==> src/rtl/present_arbiter.sv <==
// present_arbiter: shares one PRESENT cipher core between two requesters.
// One block is outstanding at a time. Grants alternate round-robin when both
// requesters contend. A core that never signals end-of-computation is
// reported to the consumer as an error response instead of hanging the port.
module present_arbiter #(
  parameter int TIMEOUT = 40
) (
  input  logic         clk,
  input  logic         nrst,
  input  logic         req0_valid,
  output logic         req0_ready,
  input  logic [63:0]  req0_plaintext,
  input  logic [127:0] req0_key,
  input  logic         req1_valid,
  output logic         req1_ready,
  input  logic [63:0]  req1_plaintext,
  input  logic [127:0] req1_key,
  output logic         rsp_valid,
  input  logic         rsp_ready,
  output logic [63:0]  rsp_data,
  output logic         rsp_id,
  output logic         rsp_err,
  output logic         core_start,
  output logic [63:0]  core_plaintext,
  output logic [127:0] core_key,
  input  logic         core_eoc,
  input  logic [63:0]  core_ciphertext
);

  localparam int CNT_W = $clog2(TIMEOUT + 1);
  localparam logic [CNT_W-1:0] CNT_MAX = CNT_W'(TIMEOUT);

  typedef enum logic [1:0] {IDLE, START, RUN, RESP} state_t;

  state_t           state;
  logic             last_grant;
  logic             grant;
  logic             any_valid;
  logic [CNT_W-1:0] count;

  // Round-robin pick: on contention the requester not served last time wins;
  // a lone requester always wins.
  always_comb begin
    any_valid = req0_valid | req1_valid;
    grant     = (req0_valid && req1_valid) ? ~last_grant : req1_valid;
  end

  // Handshake readys are only offered in IDLE, only to the granted requester,
  // and are forced low while reset is asserted.
  always_comb begin
    req0_ready = nrst && (state == IDLE) && req0_valid && !grant;
    req1_ready = nrst && (state == IDLE) && req1_valid &&  grant;
  end

  // Control FSM with registered outputs. The counter is cleared on accept and
  // counts cycles since the start pulse, so it equals TIMEOUT in the last RUN
  // cycle; the response then appears TIMEOUT+1 cycles after START. An eoc in
  // that same last cycle still counts as success.
  always_ff @(posedge clk or negedge nrst) begin
    if (!nrst) begin
      state          <= IDLE;
      last_grant     <= 1'b1;
      count          <= '0;
      core_start     <= 1'b0;
      core_plaintext <= '0;
      core_key       <= '0;
      rsp_valid      <= 1'b0;
      rsp_data       <= '0;
      rsp_id         <= 1'b0;
      rsp_err        <= 1'b0;
    end else begin
      case (state)
        IDLE: begin
          core_start <= 1'b0;
          if (any_valid) begin
            core_plaintext <= grant ? req1_plaintext : req0_plaintext;
            core_key       <= grant ? req1_key       : req0_key;
            rsp_id         <= grant;
            last_grant     <= grant;
            count          <= '0;
            core_start     <= 1'b1;
            state          <= START;
          end
        end
        START: begin
          core_start <= 1'b0;
          count      <= count + 1'b1;
          state      <= RUN;
        end
        RUN: begin
          if (core_eoc) begin
            rsp_data  <= core_ciphertext;
            rsp_err   <= 1'b0;
            rsp_valid <= 1'b1;
            state     <= RESP;
          end else if (count == CNT_MAX) begin
            rsp_data  <= '0;
            rsp_err   <= 1'b1;
            rsp_valid <= 1'b1;
            state     <= RESP;
          end else begin
            count <= count + 1'b1;
          end
        end
        RESP: begin
          if (rsp_ready) begin
            rsp_valid <= 1'b0;
            state     <= IDLE;
          end
        end
        default: state <= IDLE;
      endcase
    end
  end

endmodule

==> config.mk <==
export PLATFORM = sky130hd
export DESIGN_NAME = present_arbiter
export DESIGN_NICKNAME = d
export VERILOG_FILES = /design/src/rtl/present_arbiter.sv
export SDC_FILE = /design/constraint.sdc
export NUM_CORES = 1
export LEC_CHECK = 0
export BUFFER_PORTS_ARGS = -buffer_cell sky130_fd_sc_hd__buf_2
export CAP_MARGIN = 5
export CELL_PAD_IN_SITES_DETAIL_PLACEMENT = 1
export CELL_PAD_IN_SITES_GLOBAL_PLACEMENT = 2
export CORE_AREA = 2 2 275 277
export CTS_BUF_LIST = sky130_fd_sc_hd__clkbuf_8 sky130_fd_sc_hd__clkbuf_16
export CTS_CLUSTER_DIAMETER = 60
export CTS_CLUSTER_SIZE = 24
export DETAILED_ROUTE_END_ITERATION = 8
export DIE_AREA = 0 0 277 279
export PLACE_DENSITY_LB_ADDON = 0.08
export REMOVE_ABC_BUFFERS = 1
export SLEW_MARGIN = 20
export SYNTH_ARGS = -nofsm -noshare
export SYNTH_HDL_FRONTEND = slang
export SYNTH_SLANG_ARGS = --single-unit
==> constraint.sdc <==
create_clock -name clk -period 4.7 [get_ports clk]
set_input_delay 0.94 -clock clk [delete_from_list [all_inputs] [get_ports clk]]
set_output_delay 0.94 -clock clk [all_outputs]
set_load 0.05 [all_outputs]
==> results of run 1 <==
==> cells by family (layout without fill, tap and decap cells) <==
family	Yosys count	in the layout	share of synthesized area (%)
compound gates	269	269	11.5
fa+ha+maj	7	7	0.734
buf+inv	93	815	3.21
flops	269	269	56.4
mux	193	193	16.2
other cells	0	2	0
simple gates	360	360	11.9
==> state kept, by name (all words and copies together) (netlist names) <==
name and cells:
rsp_err 1, state 2, last_grant 1, core_start 1, rsp_valid 1, rsp_data 64, core_plaintext 64, count 6
rsp_id 1, core_key 128
==> through the flow <==
stage,TNS [ns],hold WS [ns],power [mW]
final,0,0.265,15.0
after global routing,0,0.266,16.0
after CTS,0,0.258,15.3
after detailed placement,0,0.465,12.0
after global placement,0,0.459,12.0
after floorplan,-2081.20,0.489,9.91
==> power by group <==
part	leakage [nW]	switching (mW)	total, mW	internal (mW)
clock	0.672	1.28	3.17	1.89
combinational	5.22	6.10	7.79	1.68
sequential	3.34	0.560	3.99	3.43
total	9.23	7.95	15.0	7.01
==> cell type report <==
type,instances,area (um2)
clock inverter,30,288
inverter,6,22.5
timing repair buffer,734,3780
multi-input combinational,829,4840
antenna,2,5.00
sequential,269,6730
clock buffer,45,1100
fill,8770,56100
tap,969,1210
==> routing by layer <==
layer	GRT usage (%)	vias up	share of wire, %	routed length, um
met5	0	-	0.34	200
met4	3.18	34	1.8	1070
met3	6.07	96	8.4	4960
met2	27.7	353	53	31200
met1	15.8	5335	37	21600
li1	-	5436	-	-
==> cell usage in the layout, fill, tap and decap left out, types with 2 or more instances in the layout <==
master,instances
nand2_1,332
dfrtp_1,268
clkinvlp_4,7
a21oi_1,2
nor2_1,4
and3_1,2
and2_2,2
nand3b_1,2
clkinv_2,8
buf_12,4
diode_2,2
clkbuf_16,43
bufinv_16,3
ha_1,7
o21ai_1,30
nor2b_1,2
clkbuf_8,2
buf_4,15
o21ai_0,228
inv_6,9
inv_1,6
clkinv_4,3
or4b_1,2
mux2i_1,192
buf_2,714
nand3_1,9
==> worst paths after layout <==
| check | depth (start not counted) | slack, ns | endpoint |
|---|---|---|---|
| max | 4 | 1.72 | req1_ready |
| min | 1 | 0.26 | core_key[1] |
| max reg2reg | 6 | 2.30 | rsp_data[38] |
| min reg2reg | 2 | 0.47 | core_key[51] |
| max in group asynchronous | 3 | 2.63 | rsp_data[28] |
| min in group clk | 2 | 0.47 | core_key[51] |
==> worst reg2reg max path, cell delays in order, from the launching register on <==
cell	delay (ns)
dfrtp_1	0.42
inv_1	0.10
ha_1	0.31
nor2b_1	0.20
and2_2	0.54
buf_4	0.48
o21ai_0	0.20
==> summary.md, run 1 <==
| Metric | Value |
|---|---|
| Status | finished clean |
| # rows | 100 |
| Synth Area per Inst | about 10 um2 |
| Die Ht | 279 um |
| Layout cell share with drive strength beyond 1 | ~43% |
| Area Overhead vs Synth | 50.7% |
| Largest net degree at the start of global routing | 117 |
| Placed Area | 16600 um2 |
| TritonCTS Sinks | about 270 |
| Via/cell ratio | around 3.9 |
| Peak Freq | 335 MHz |
| Worst slack at placement | 1.64 ns |
| PortBufs | 715 |
| Post-synthesis sequential area ratio | 56.4% |
| Largest cells by area after synthesis | dfrtp_1 56%, mux2i_1 16%, nand2_1 10% |
| Crit-path cells | inv_1 -> ha_1 -> and3_1 -> buf_2 |
| Yosys cell types | 33 |
| Quantity of gates resized following cts | 0 |
| Static Leak | 9.23 nW |
| Worst-Margin Slew | 0.830 ns |
| CTS buffer count | just over 40 |
| Final setup fails | 0 |
| Yosys warns | 0 |
| Worst IR Drop VDD | roughly 0.27 mV |
| H-tree lvl count | 2 |
| Post-layout util | 24.3% |
| Final min period | 2.98 ns |
| Startpoint types | flip-flop |
| Clock Pin Slew Worst Setup and Hold Paths | 0.05 ns |
| RSZ-0062 raised after global routing | no |
| Most used DFF post-synth | dfrtp_1 |
| Post-synth top area share | 56.2% |
| Dpl cells | 2807 |
| Synthesized flop and latch total | 269 |
| Fin cells | 2884 |
| Synth Cell Area | 11900 um2 |
| Period utilization | 63.5% |
| Most common cell in the synthesized netlist | nand2_1 |
| Crit path max-delay family | buffers and inverters |
| Max Cap Viol | 0 |
| DR WL/cell | 20.5 um |
| Mapped Cells | 1191 |
| CP Class | reg2out |
| Max stage delay on crit path | 0.42 ns |
| Initial Util | 16.1% |
| Total gr overflow | 0 |
| CP Capture Type | output port |
| Number of global-route vias before repair | 12552 |
| Clock Tree Buf Depth | 3 |
| Synth cell count leaders | 333 x nand2_1, 268 x dfrtp_1, 228 x o21ai_0 |
| # hold bufs at CTS | 0 |
| First-pass GRT wire length | 85.7 mm |
| Setup WS post-layout | 1.72 ns |
| Arr. time, crit path | 2.04 ns |
| # IOs | 716 |
| GP Congestion | 0.805 |
| Slew Viols, Final | 0 |
| Max-slew headroom | 44.7% |
| DP HPWL | about 46 mm |
| Core area | 74100 um2 |
| Clock skew | 0.0272 ns |
| Global-route usage over all layers | 14.9% |
| Crit Path Max Fanout | 9 |
| Die W | ~280 um |
| Post-route ant nets | 0 |
| Final Hold Viols | 0 |
| Clock Root Buffer | clkbuf_16 |
| Post-synth top area cell | dfrtp_1 |
| CTS tree | done |
| DRT iter0 DRCs | 365 |
| Final WL | 59.0 mm |
| Pre-antenna DRT Iters | 4 |
| Worst path slowest cell | dfrtp_1 |
| Power Dens Cells | 831 nW/um2 |
| Worst-Skew Late Latency | 0.57 ns |
| Critical R2R Launch | state[0] |
| Residual DRC count | 0 |
| Via count | ~11000 |
| CP Launch Point | state[0] |
| Full die area | 77300 um2 |
| Nets | 2342 |
| Setup Buffers After CTS | 0 |
| Post-route cell area | 18000 um2 |
| Critical path buffers and inverters | 2 |
| Worst hold path class | in2async |
| Number of synthesized flops with an enable pin | 0 |
| Async set or reset register ratio after synthesis | 100% |
| Initial antenna violation count | 23 |
| Critical path required time | 3.76 ns |
Note: power is estimated with default switching activity, not from simulation.
==> inputs of run 2 (changes only) <==
--- a/config.mk
+++ b/config.mk
@@ -9,12 +9,12 @@
 export CAP_MARGIN = 5
 export CELL_PAD_IN_SITES_DETAIL_PLACEMENT = 1
 export CELL_PAD_IN_SITES_GLOBAL_PLACEMENT = 2
-export CORE_AREA = 2 2 275 277
+export CORE_AREA = 2 2 282 284
 export CTS_BUF_LIST = sky130_fd_sc_hd__clkbuf_8 sky130_fd_sc_hd__clkbuf_16
 export CTS_CLUSTER_DIAMETER = 60
 export CTS_CLUSTER_SIZE = 24
 export DETAILED_ROUTE_END_ITERATION = 8
-export DIE_AREA = 0 0 277 279
+export DIE_AREA = 0 0 284 286
 export PLACE_DENSITY_LB_ADDON = 0.08
 export REMOVE_ABC_BUFFERS = 1
 export SLEW_MARGIN = 20
==> constraint.sdc (replaced) <==
create_clock -name clk -period 2.5 [get_ports clk]
set_input_delay 0.5 -clock clk [delete_from_list [all_inputs] [get_ports clk]]
set_output_delay 0.5 -clock clk [all_outputs]
set_load 0.05 [all_outputs]
==> run 2 against run 1 <==
Effect of this change:
- global-route usage decreased by 0.57 points
- final cell count increased by 3.6%
- non-clock buffer count grew 19
- largest cell class unchanged
- highest routed layer unchanged
==> summary.md, run 2 (synthesis results as in run 1) <==
| Metric | Value |
|---|---|
| Status | finished clean |
| H-tree lvl count | 2 |
| Tot Pwr | around 29 mW |
| Top flop regs | core_key: 128 flops, core_plaintext: 64 flops, rsp_data: 64 flops |
| Worst path slowest cell | dfrtp_1 |
| DR WL/cell | approximately 20 um |
| Via/cell ratio | 3.78 |
| Worst-Margin Slew | 0.855 ns |
| RSZ-0062 raised after global routing | no |
| Number of flip-flops in the largest register | between 100 and 150 |
| Arr. time, crit path | ~1.9 ns |
| DP HPWL | 46.5 mm |
| Via count | ~11000 |
| Critical path required time | 2.00 ns |
| Largest net degree at the start of global routing | 106 |
| # rows | just over 100 |
| Most common cell after layout, fill and taps aside | buf_2 |
| DRT iter0 DRCs | about 330 |
| Worst slack at placement | 0.190 ns |
| Initial antenna violation count | 8 |
| CTS buffer count | 44 |
| First-pass GRT wire length | 86.1 mm |
| Crit path max-delay family | buffers and inverters |
| Nets | 2364 |
| Setup Buffers After CTS | 0 |
| Max-slew headroom | 43.0% |
| Most frequent cells in the layout | 712 x buf_2, 332 x nand2_1, 268 x dfrtp_1 |
| Most used cell, CP | buf_4 |
| Final Hold Viols | 0 |
| Layout cell share with drive strength beyond 1 | roughly 43% |
| Clock Root Buffer | clkbuf_16 |
| Crit-path cells | inv_1 -> ha_1 -> buf_4 -> nand3_1 -> nor2_1 -> buf_4 |
| Total gr overflow | 0 |
| Largest Register | core_key |
| Worst-Skew Late Latency | 0.57 ns |
| Power Dens Cells | 1560 nW/um2 |
| Final min period | 2.35 ns |
| Clock skew | 0.0184 ns |
| TritonCTS Sinks | 269 |
| Worst hold path class | in2reg |
| Critical R2R Launch | state[0] |
| Slew Viols, Final | 0 |
| Core area | 78400 um2 |
| Residual DRC count | 0 |
| Global-route usage over all layers | roughly 14% |
| PortBufs | 715 |
| Dpl cells | 2905 |
| Worst R2R Setup Slack | 0.36 ns |
| Period utilization | between 90 and 100% |
| Max stage delay on crit path | roughly 0.43 ns |
| # IOs | 716 |
| GP Congestion | 0.778 |
| Pre-antenna DRT Iters | 4 |
| Clock Pin Slew Worst Setup and Hold Paths | 0.06 ns |
| Worst IR Drop VDD | 0.510 mV |
| Clock Tree Buf Depth | 3 |
| Reg2Reg Depth | 6 |
| Critical path buffers and inverters | 3 |
| Final setup fails | 0 |
| Static Leak | 9.42 nW |
| Die W | 284 um |
| Fin cells | 2989 |
| Hold Crit Start | core_ciphertext[27] |
| Final WL | 59.9 mm |
| Worst hold stages | 3 |
| Crit Path Max Fanout | 8 |
| Post-route ant nets | 0 |
| Number of global-route vias before repair | between 10000 and 15000 |
| Full die area | 81200 um2 |
| Die Ht | 286 um |
| Initial Util | 15.2% |
| CTS tree | done |
| Post-route cell area | between 15000 and 20000 um2 |
| Setup WS post-layout | 0.148 ns |
| CP Class | reg2out |
| Max Cap Viol | 0 |
| Placed Area | 16900 um2 |
| Reg-to-Reg End | count[5] |
| Area Overhead vs Synth | 54.6% |
| Hold endpoint | rsp_data[27] |
| Peak Freq | 425 MHz |
| CP Capture Type | output port |
| Startpoint types | flip-flop |
-- run 2: per-layer routing --
metal | vias to the layer above | track usage (%) | share of wire [%]
met5 | - | 0 | 0.14
met4 | 14 | 3.74 | 1.9
met3 | 72 | 5.17 | 7.8
met2 | 363 | 26.3 | 53
met1 | 5358 | 15.6 | 37
li1 | 5478 | - | -
-- run 2: area by class of cell --
| type | instances | area (um2) |
|---|---|---|
| sequential | 269 | 6730 |
| clock buffer | 49 | 1180 |
| fill | 9362 | 59900 |
| timing repair buffer | 753 | 4060 |
| tap | 1050 | 1310 |
| clock inverter | 32 | 299 |
| multi-input combinational | 829 | 4840 |
| inverter | 6 | 22.5 |
| antenna | 1 | 2.50 |
-- run 2: power by group --
group / internal (mW) / switching [mW] / leakage [nW]
clock: 3.75 / 2.46 / 0.725
sequential: 6.46 / 1.06 / 3.34
combinational: 3.35 / 11.6 / 5.36
total: 13.6 / 15.1 / 9.42
-- run 2: how the worst max path moves through the flow --
stage	start	endpoint	slack, ns	depth (start not counted)
global route	state[0]	req1_ready	0.01	5
CTS	state[0]	req1_ready	0.04	5
global placement	req1_valid	core_key[41]	0.19	6
floorplan	req1_valid	req0_ready	-15.15	2
detailed placement	req1_valid	core_key[41]	0.19	6
finish	state[0]	req0_ready	0.15	6
-- run 2: worst reg2reg max path: stages (launching register included) --
cell	delay [ns]
dfrtp_1	0.43
inv_1	0.09
ha_1	0.29
and2_2	0.23
a2111o_1	0.42
or4b_1	0.52
nand3_1	0.09
-- run 2: stage by stage --
step                TNS (ns)  utilization [%]  hold WS [ns]
global placement           0             21.6         0.441
CTS                        0             23.5        0.0753
finish                     0             23.5         0.132
floorplan           -2423.96                -         0.204
detailed placement         0             21.6         0.439
global route               0             23.5        0.0985
-- run 2: what timing repair did --
action,in CTS,in global routing
endpoints found under the hold margin,29,0
resized for setup,1,1
hold buffers,2,0
setup endpoints to repair,1,1
